## src/rtl/matrix_mac_engine_if.sv

```systemverilog
// Bus bundle for matrix_mac_engine: start/clear control, read ports of the A and B memories,
// write port of the C memory and the status flags.
`timescale 1ns/1ps
interface matrix_mac_engine_if #(
  parameter int RES_W = 18
);
  logic             start;
  logic             clear;
  logic             read_A;
  logic [31:0]      read_address_A;
  logic [7:0]       data_A;
  logic             read_B;
  logic [31:0]      read_address_B;
  logic [7:0]       data_B;
  logic             write_C;
  logic [31:0]      write_address_C;
  logic [RES_W-1:0] write_value_C;
  logic             busy;
  logic             done;
  logic             overflow;

  modport master (
    input  start, clear, data_A, data_B,
    output read_A, read_address_A, read_B, read_address_B,
    output write_C, write_address_C, write_value_C, busy, done, overflow
  );

  modport slave (
    output start, clear, data_A, data_B,
    input  read_A, read_address_A, read_B, read_address_B,
    input  write_C, write_address_C, write_value_C, busy, done, overflow
  );
endinterface

```

## src/rtl/matrix_mac_engine.sv

```systemverilog
// Sequential single-MAC matrix multiplier C = A x B on unsigned 8-bit elements, row-major.
// Optional feature macro MAC_SATURATE_EN: saturating accumulator with sticky overflow flag.
`timescale 1ns/1ps
module matrix_mac_engine #(
  parameter int ROW_A = 2,
  parameter int COL_A = 2,
  parameter int COL_B = 2,
  parameter int RES_W = 18
) (
  input logic             clk,
  input logic             rst,
  matrix_mac_engine_if.master bus
);

  typedef enum logic [2:0] {
    S_IDLE, S_READ, S_WAIT, S_MAC, S_WRITE, S_DONE
  } state_t;

  state_t           state, state_nxt;
  logic             start_q;
  logic             start_rise;
  logic [31:0]      i_q, j_q, k_q;
  logic [RES_W-1:0] acc;
  logic [15:0]      prod;
  logic             last_i, last_j, last_k;

  assign start_rise = bus.start & ~start_q;
  assign last_i     = (i_q == 32'(ROW_A - 1));
  assign last_j     = (j_q == 32'(COL_B - 1));
  assign last_k     = (k_q == 32'(COL_A - 1));
  assign prod       = 16'(bus.data_A) * 16'(bus.data_B);

  function automatic logic [RES_W-1:0] mac_acc(input logic [RES_W-1:0] a, input logic [15:0] p);
`ifdef MAC_SATURATE_EN
    logic [RES_W:0] s;
    s = {1'b0, a} + (RES_W+1)'(p);
    return s[RES_W] ? {RES_W{1'b1}} : s[RES_W-1:0];
`else
    return a + RES_W'(p);
`endif
  endfunction

`ifdef MAC_SATURATE_EN
  logic ovf_q;

  function automatic logic mac_ovf(input logic [RES_W-1:0] a, input logic [15:0] p);
    logic [RES_W:0] s;
    s = {1'b0, a} + (RES_W+1)'(p);
    return s[RES_W];
  endfunction

  // Sticky until reset or the next run start
  always_ff @(posedge clk or posedge rst) begin
    if (rst)
      ovf_q <= 1'b0;
    else if (state == S_IDLE && start_rise)
      ovf_q <= 1'b0;
    else if (state == S_MAC && mac_ovf(acc, prod))
      ovf_q <= 1'b1;
  end

  assign bus.overflow = ovf_q;
`else
  assign bus.overflow = 1'b0;
`endif

  always_ff @(posedge clk or posedge rst) begin
    if (rst) state <= S_IDLE;
    else     state <= state_nxt;
  end

  always_comb begin
    state_nxt = state;
    case (state)
      S_IDLE:  if (start_rise) state_nxt = S_READ;
      S_READ:  state_nxt = S_WAIT;
      S_WAIT:  state_nxt = S_MAC;
      S_MAC:   state_nxt = last_k ? S_WRITE : S_READ;
      S_WRITE: state_nxt = (last_i && last_j) ? S_DONE : S_READ;
      S_DONE:  if (bus.clear) state_nxt = S_IDLE;
      default: state_nxt = S_IDLE;
    endcase
  end

  // Reads are held from READ through MAC so slow memories settle before the sampling edge
  always_comb begin
    bus.read_A          = 1'b0;
    bus.read_B          = 1'b0;
    bus.read_address_A  = '0;
    bus.read_address_B  = '0;
    bus.write_C         = 1'b0;
    bus.write_address_C = '0;
    bus.write_value_C   = '0;
    bus.busy            = 1'b0;
    bus.done            = 1'b0;
    case (state)
      S_READ, S_WAIT, S_MAC: begin
        bus.read_A         = 1'b1;
        bus.read_B         = 1'b1;
        bus.read_address_A = i_q * 32'(COL_A) + k_q;
        bus.read_address_B = k_q * 32'(COL_B) + j_q;
        bus.busy           = 1'b1;
      end
      S_WRITE: begin
        bus.write_C         = 1'b1;
        bus.write_address_C = i_q * 32'(COL_B) + j_q;
        bus.write_value_C   = acc;
        bus.busy            = 1'b1;
      end
      S_DONE:  bus.done = 1'b1;
      default: ;
    endcase
  end

  always_ff @(posedge clk or posedge rst) begin
    if (rst) begin
      start_q <= 1'b0;
      i_q     <= '0;
      j_q     <= '0;
      k_q     <= '0;
      acc     <= '0;
    end else begin
      start_q <= bus.start;
      case (state)
        S_IDLE: begin
          if (start_rise) begin
            i_q <= '0;
            j_q <= '0;
            k_q <= '0;
            acc <= '0;
          end
        end
        S_MAC: begin
          acc <= mac_acc(acc, prod);
          k_q <= last_k ? 32'd0 : k_q + 32'd1;
        end
        // i wraps with j on the last element so the next run starts from C[0][0]
        S_WRITE: begin
          acc <= '0;
          if (last_j) begin
            j_q <= '0;
            i_q <= last_i ? 32'd0 : i_q + 32'd1;
          end else begin
            j_q <= j_q + 32'd1;
          end
        end
        default: ;
      endcase
    end
  end

endmodule

```

## src/flat_wrapper.sv

```systemverilog
// flat-port wrapper written by rule: the top's interface ports become plain ports
module matrix_mac_engine_flat 
#(
  parameter int ROW_A = 2,
  parameter int COL_A = 2,
  parameter int COL_B = 2,
  parameter int RES_W = 18
)
  (clk, rst, bus_start, bus_clear, bus_data_A, bus_data_B, bus_read_A, bus_read_address_A, bus_read_B, bus_read_address_B, bus_write_C, bus_write_address_C, bus_write_value_C, bus_busy, bus_done, bus_overflow);
  matrix_mac_engine_if #(.RES_W(RES_W)) bus_i ();
  input logic clk;
  input logic rst;
  input wire logic [$bits(bus_i.start)-1:0] bus_start;
  input wire logic [$bits(bus_i.clear)-1:0] bus_clear;
  input wire logic [$bits(bus_i.data_A)-1:0] bus_data_A;
  input wire logic [$bits(bus_i.data_B)-1:0] bus_data_B;
  output wire logic [$bits(bus_i.read_A)-1:0] bus_read_A;
  output wire logic [$bits(bus_i.read_address_A)-1:0] bus_read_address_A;
  output wire logic [$bits(bus_i.read_B)-1:0] bus_read_B;
  output wire logic [$bits(bus_i.read_address_B)-1:0] bus_read_address_B;
  output wire logic [$bits(bus_i.write_C)-1:0] bus_write_C;
  output wire logic [$bits(bus_i.write_address_C)-1:0] bus_write_address_C;
  output wire logic [$bits(bus_i.write_value_C)-1:0] bus_write_value_C;
  output wire logic [$bits(bus_i.busy)-1:0] bus_busy;
  output wire logic [$bits(bus_i.done)-1:0] bus_done;
  output wire logic [$bits(bus_i.overflow)-1:0] bus_overflow;
  assign bus_i.start = bus_start;
  assign bus_i.clear = bus_clear;
  assign bus_i.data_A = bus_data_A;
  assign bus_i.data_B = bus_data_B;
  assign bus_read_A = bus_i.read_A;
  assign bus_read_address_A = bus_i.read_address_A;
  assign bus_read_B = bus_i.read_B;
  assign bus_read_address_B = bus_i.read_address_B;
  assign bus_write_C = bus_i.write_C;
  assign bus_write_address_C = bus_i.write_address_C;
  assign bus_write_value_C = bus_i.write_value_C;
  assign bus_busy = bus_i.busy;
  assign bus_done = bus_i.done;
  assign bus_overflow = bus_i.overflow;
  matrix_mac_engine #(.ROW_A(ROW_A), .COL_A(COL_A), .COL_B(COL_B), .RES_W(RES_W)) u_core (.clk(clk), .rst(rst), .bus(bus_i));
endmodule
```

## config.mk

```make
export PLATFORM = sky130hd
export DESIGN_NAME = matrix_mac_engine_flat
export DESIGN_NICKNAME = d
export VERILOG_FILES = /design/src/rtl/matrix_mac_engine_if.sv /design/src/rtl/matrix_mac_engine.sv /design/src/flat_wrapper.sv
export SDC_FILE = /design/constraint.sdc
export NUM_CORES = 1
export LEC_CHECK = 0
export ABC_CLOCK_PERIOD_IN_PS = 14600
export CAP_MARGIN = 20
export CORE_MARGIN = 3
export CORE_UTILIZATION = 63
export DETAILED_ROUTE_END_ITERATION = 6
export PLACE_DENSITY = 0.95
export SETUP_SLACK_MARGIN = 0.4
export SLEW_MARGIN = 20
export SYNTH_ARGS = -nofsm -noshare
export SYNTH_HDL_FRONTEND = slang
export SYNTH_SLANG_ARGS = --single-unit
```

## constraint.sdc

```tcl
create_clock -name clk -period 14.6 [get_ports clk]
set_input_delay 2.92 -clock clk [delete_from_list [all_inputs] [get_ports clk]]
set_output_delay 2.92 -clock clk [all_outputs]
set_load 0.005 [all_outputs]
```

Word-level counts from Yosys, hierarchy flattened
Cells that the tools add are included.
Word-level totals
  output and inout port bits: 120
  register bits after elaboration: 118
  word-level logic and storage cells: 62
  input port bits: 20
Operators by class
  bitwise gates (word level): 2
  equal/unequal tests: 11
  $add $sub $neg: 7
  reduce and logical (&&, ||, !) cells: 12
  multiplexer cells: 23
  multiply operators: 1
Operators by type and width (number)
  32-bit two-way mux: 8
  32-bit one-hot mux with 2 select lines: 3
  32-bit by 1-bit adder with 32-bit output, second input constant: 3
  32-bit adder: 3
  32-bit by 1-bit == test with 1-bit output, second input constant: 3
  18-bit one-hot mux with 3 select lines: 1
  18-bit two-way mux: 2
  18-bit by 16-bit adder with 18-bit output: 1
  3-bit one-hot mux with 6 select lines: 1
  8-bit by 8-bit multiplier with 16-bit output: 1
  3-bit two-way mux: 4
  2-bit AND reduction: 4
  3-bit by 2-bit == test with 1-bit output, second input constant: 2
  3-bit == test, second input constant: 2
  1-bit two-way mux: 4
  2-bit by 1-bit != test with 1-bit output, second input constant: 2
  2-bit nonzero test: 2
  4-bit OR reduction: 1
  3-bit by 1-bit == test with 1-bit output, second input constant: 1
  3-bit zero test: 1
  3-bit AND reduction: 1
  3-bit nonzero test: 1
  3-bit OR reduction: 1
  2-bit != test, second input constant: 1
  other kinds (3): 3

Logic depth before layout (Yosys ltp)
  depth after elaboration: 4
  gate-level depth with buffers: 20
  gate-level depth less buffers: 19

Worst setup path before layout
No wires, ideal clock.
  kind: input port to flip-flop
  start: input bus_data_B[1]
  end: register u_core.acc[16]
  data required time: 14.470 ns
  slack: 7.159 ns
  stages on the path: 18
  setup time: 0.130 ns
  data arrival time: 7.311 ns
  buffers on the path: 1
  cell sequence: clkbuf_1 > nand2_1 > fa_1 > inv_1 > fa_1 > ha_1 > inv_1 > fa_1 > inv_1 > ha_1 > a21o_1 > a21o_1 > a2111oi_0 > o31ai_1 > a2111o_1 > a31oi_1 > xor2_1 > o21ai_1
Between the ends
  word-level cells in the longest chain between the ends: 3
RTL lines
  start: declaration: RTL line flat_wrapper.sv:16  | input wire logic [$bits(bus_i.data_B)-1:0] bus_data_B;
  8-bit by 8-bit multiplier with 16-bit output: RTL line matrix_mac_engine.sv:31  | assign prod = 16'(bus.data_A) * 16'(bus.data_B);
  18-bit by 16-bit adder with 18-bit output: RTL line matrix_mac_engine.sv:39  | return a + RES_W'(p);
  18-bit one-hot mux with 3 select lines: RTL line matrix_mac_engine.sv:124  | case (state)
  end signal: assignment: RTL line matrix_mac_engine.sv:134  | acc <= mac_acc(acc, prod);
  end: declaration: RTL line matrix_mac_engine.sv:23  | logic [RES_W-1:0] acc;
Every way passes these cells.
A chain may end at the register's enable or synchronous reset.

Worst setup path after layout
Same ends and word-level chain as after synthesis.

==> metrics list <==
- The clock passes through at most 2 buffers.
- Number of routed nets with antenna violations: 0
* CP top delay family: compound AO/OA/AOI/OAI gates
* Number of enable-type register cells in the synthesized netlist: 0
- Hold-fix buffer count after cts: 0
- The later pin in the worst-skew pair is clocked with a latency of 0.44 ns.
- Req. time, crit path: 14.88 ns
* Die area: 0.02343 mm^2
* Clock transition time at the flip-flop clock pins of the worst setup and hold paths: 0.06 ns
- Period utilisation layout: a little under three fifths
- The initial antenna violation count is 1.
- Setup total negative slack on the finished layout was measured at 0 ns.
- Starting utilization of the core area: between 60% and 70%
* Total standard cell area after synthesis: 0.01363 mm^2
- The critical path is of the in2reg type.
- The filler cells instantiated in the layout total 1416.
- Measured against its own limit, the worst slew margin works out to between 20% and 30%.
- For this design the static power due to leakage is 0.007679 uW.
* Slowest cell on crit path: sky130_fd_sc_hd__a2111oi_0
- For this run, the number of Yosys warnings is 0.
- Across the routed clock network, the largest skew measured is 0.009974 ns.
* Root buffer cell: sky130_fd_sc_hd__clkbuf_16
- Synthesis inferred 118 register bits.
- For this design the top-level I/O count stands at 140.
* Max Fanout on Critical Path: 8
- Final routed DRC violation total: 3
- Area of the multi-input gates: 0.009957 mm^2
* Average via count per standard cell: 6.798
- Crit path from: bus_data_B[1]
- Area leader, netlist: sky130_fd_sc_hd__dfrtp_1
* Std cell rows: 53
- CTS HTree Levels: 4
- FFs w/ async S/R, synth: between 90% and 100%
* Area growth from synthesis to final layout: 16.78%
- Worst Reg2Reg Path Length in Cells: 17
- Core Footprint: 0.02115 mm^2
- Transition time at the pin with the least slew margin: 1.072 ns
* Count of endpoints failing hold in the final timing report: 0
- Cells with a size suffix above 1 make up under 10% of the layout.
- Clock tree from TritonCTS: done
- The first global-routing pass estimated 71.10 mm of wire.
- Num Clock Sinks: 118
- Max-slew violation total from the final report: 0
* Type of element capturing the critical path: register
* Main synth FF type: sky130_fd_sc_hd__dfrtp_1
- IR drop worst, VDD: slightly below 200 uV
- In this run the critical register-to-register path is captured at u_core.acc[16].
* Critical register-to-register path startpoint: u_core.acc[4]
- Chip height: 153.1 um
* Timing-limited maximum frequency: 122.0 MHz
- Failing checks: DRC
* Die Width: about 150 um
* Distinct cells, synth: 67
- Status: finished, violations left
- After clock tree synthesis, the repair step resized 0 gates.
- Counting both buffers and inverters, the worst setup path holds a total of 4.
- The number of global-route vias before repair is 14230.
- The number of setup buffers added after CTS is 0.
* Portion of the post-synthesis area used by sequential elements: ~22%
- Detailed placement HPWL: 31.87 mm
- Synth Net Count: 1964
- The top cell types in the final layout, fill and taps aside, are sky130_fd_sc_hd__nor2_1, sky130_fd_sc_hd__nand2_1, sky130_fd_sc_hd__clkdlybuf4s50_1.
* Grt ovf: 0
- Setup violations remaining at the end of the flow were counted as 0.
- Yosys attributes the largest share of cell area to sky130_fd_sc_hd__dfrtp_1, sky130_fd_sc_hd__ha_1, sky130_fd_sc_hd__fa_1.
- Endpoint of the worst setup timing path: u_core.acc[16]
* Wire length per cell: around 20 um
- Combined global-route utilization of all metal layers: 36.69%
- Summing all flip-flop and latch instances after layout gives 0.002953 mm^2.
- The worst hold path begins at u_core.acc[17].
- RSZ-0062 raised after global routing: no
- In this design, the stage delay of the slowest critical-path cell is a little over 0.7 ns.
- Ratio of total power to cell area: 107.4 mW/mm^2
- The number of clock buffers added by TritonCTS is 17.
* Worst path cell trace: clkdlybuf4s50_1 -> nand2_1 -> fa_1 -> inv_1 -> fa_1 -> ha_1 -> inv_1 -> fa_1 -> inv_1 -> ha_1 -> a21o_1 -> a21o_1 -> a2111oi_0 -> o31ai_1 -> a2111o_1 -> a31oi_1 -> xor2_1 -> o21ai_1
* Portion of synthesized cell area occupied by the leading cell type: 21.67%
- Entering global routing, the biggest net connects 79 pins.
- The final layout contains slightly above 2000 nets.
* Setup crit start kind: primary input
* Max-cap violation count: 0
- Kind of path behind the tightest hold check: reg2reg
- Pwr Total: 1709 uW
- Detailed routing inserted a total of 14643 vias.
- Commonest non-fill, non-tap cell in the layout: sky130_fd_sc_hd__nor2_1
- Reg2reg setup slack: 9.22 ns
* Final weighted congestion of routability-driven global placement: 1.004
- Min cycle time layout: 8.197 ns
* Routed Wire Length: 44.06 mm
* Total of buffers placed on input and output ports: 138
- In this run the number of cells on the critical path is 18.
- Synthesis produced a netlist whose cell count is 1755.
- The first TritonRoute pass finished after 7 iterations.
- The detailed router finished its first iteration with between 1500 and 2000 violations.
- Avg Synthesized Cell Area: 7.765 um^2
* Arrival time of the worst setup path: 8.47 ns
[routing by layer]
| metal | track usage (%) | share of wire, % | vias to the layer above |
|---|---|---|---|
| met1 | 43.81 | 35 | 6861 |
| met2 | 60.74 | 46 | 1087 |
| met3 | 8.126 | 10 | 312 |
| met4 | 21.76 | 7.7 | 0 |
| met5 | 0 | 0 | - |
| li1 | - | - | 6383 |
[cell type report]
class                      instances  share of cell area, %
timing repair buffer             147                  9.230
antenna                            1                0.01572
inverter                         138                  3.270
clock inverter                    13                  1.423
sequential                       118                  18.55
multi-input combinational       1443                  62.56
clock buffer                      19                  2.783
tap                              275                  2.162
[cells by family after synthesis]
group	synth area share (%)
AO/OA/AOI/OAI	19.61
XOR/XNOR	7.584
adder cells (fa/ha/maj)	20.27
buffers and inverters	5.472
flip-flops	21.67
multiplexers	0.3673
other	0.02752
AND/OR/NAND/NOR	25.00
[Yosys cell counts, types with 7 or more instances]
master,number
sky130_fd_sc_hd__nor2_1,199
sky130_fd_sc_hd__nand2_1,159
sky130_fd_sc_hd__inv_1,138
sky130_fd_sc_hd__ha_1,136
sky130_fd_sc_hd__o21ai_0,135
sky130_fd_sc_hd__dfrtp_1,118
sky130_fd_sc_hd__a21oi_1,102
sky130_fd_sc_hd__nand3_1,77
sky130_fd_sc_hd__xor2_1,74
sky130_fd_sc_hd__and2_1,53
sky130_fd_sc_hd__fa_1,53
sky130_fd_sc_hd__clkbuf_1,47
sky130_fd_sc_hd__and3_1,46
sky130_fd_sc_hd__a21o_1,45
sky130_fd_sc_hd__xnor2_1,44
sky130_fd_sc_hd__nor3_1,27
sky130_fd_sc_hd__nand4_1,26
sky130_fd_sc_hd__nor4_1,24
sky130_fd_sc_hd__o31ai_1,23
sky130_fd_sc_hd__nand2b_1,20
sky130_fd_sc_hd__o21ai_1,19
sky130_fd_sc_hd__a31oi_1,18
sky130_fd_sc_hd__o21a_1,14
sky130_fd_sc_hd__or3_1,14
sky130_fd_sc_hd__nor2b_1,12
sky130_fd_sc_hd__o211ai_1,12
sky130_fd_sc_hd__o21bai_1,10
sky130_fd_sc_hd__and4_1,9
sky130_fd_sc_hd__a211oi_1,7
sky130_fd_sc_hd__nor3b_1,7
[sequential cells by signal, indices dropped and copies added (netlist names)]
name and count:
u_core.state 3, u_core.acc 18, u_core.i_q 32, u_core.j_q 32
u_core.k_q 32, u_core.start_q 1
[how the worst min path moves through the flow]
stage / endpoint / slack, ns / cells after the start
4_1_cts: u_core.acc[17] / 0.49 / 1
3_3_place_gp: u_core.acc[17] / 0.46 / 1
3_5_place_dp: u_core.acc[17] / 0.48 / 1
2_1_floorplan: u_core.acc[17] / 0.44 / 1
6_report: u_core.acc[17] / 0.49 / 1
5_1_grt: u_core.acc[17] / 0.51 / 1
[through the flow]
| stage | hold slack (ns) | cell area, um^2 | cells | worst slack [ns] | util [%] |
|---|---|---|---|---|---|
| floorplan | 0.4372 | 13630 | 1755 | 7.159 | - |
| global placement | 0.4562 | 15210 | 2120 | 6.383 | 71.92 |
| detailed placement | 0.4802 | 15210 | 2120 | 5.976 | 71.92 |
| CTS | 0.4886 | 15880 | 2152 | 6.411 | 75.08 |
| global route | 0.5087 | 15920 | 2154 | 6.130 | 75.24 |
| finish | 0.4891 | 15920 | 2154 | 6.403 | 75.24 |
[power breakdown]
part           total (uW)  switching (uW)  internal (uW)
Clock                 494             170            324
Combinational         841             505            336
Sequential            374            21.3            353
Total                1710             695           1010
Note: power is estimated with default switching activity, not from simulation.
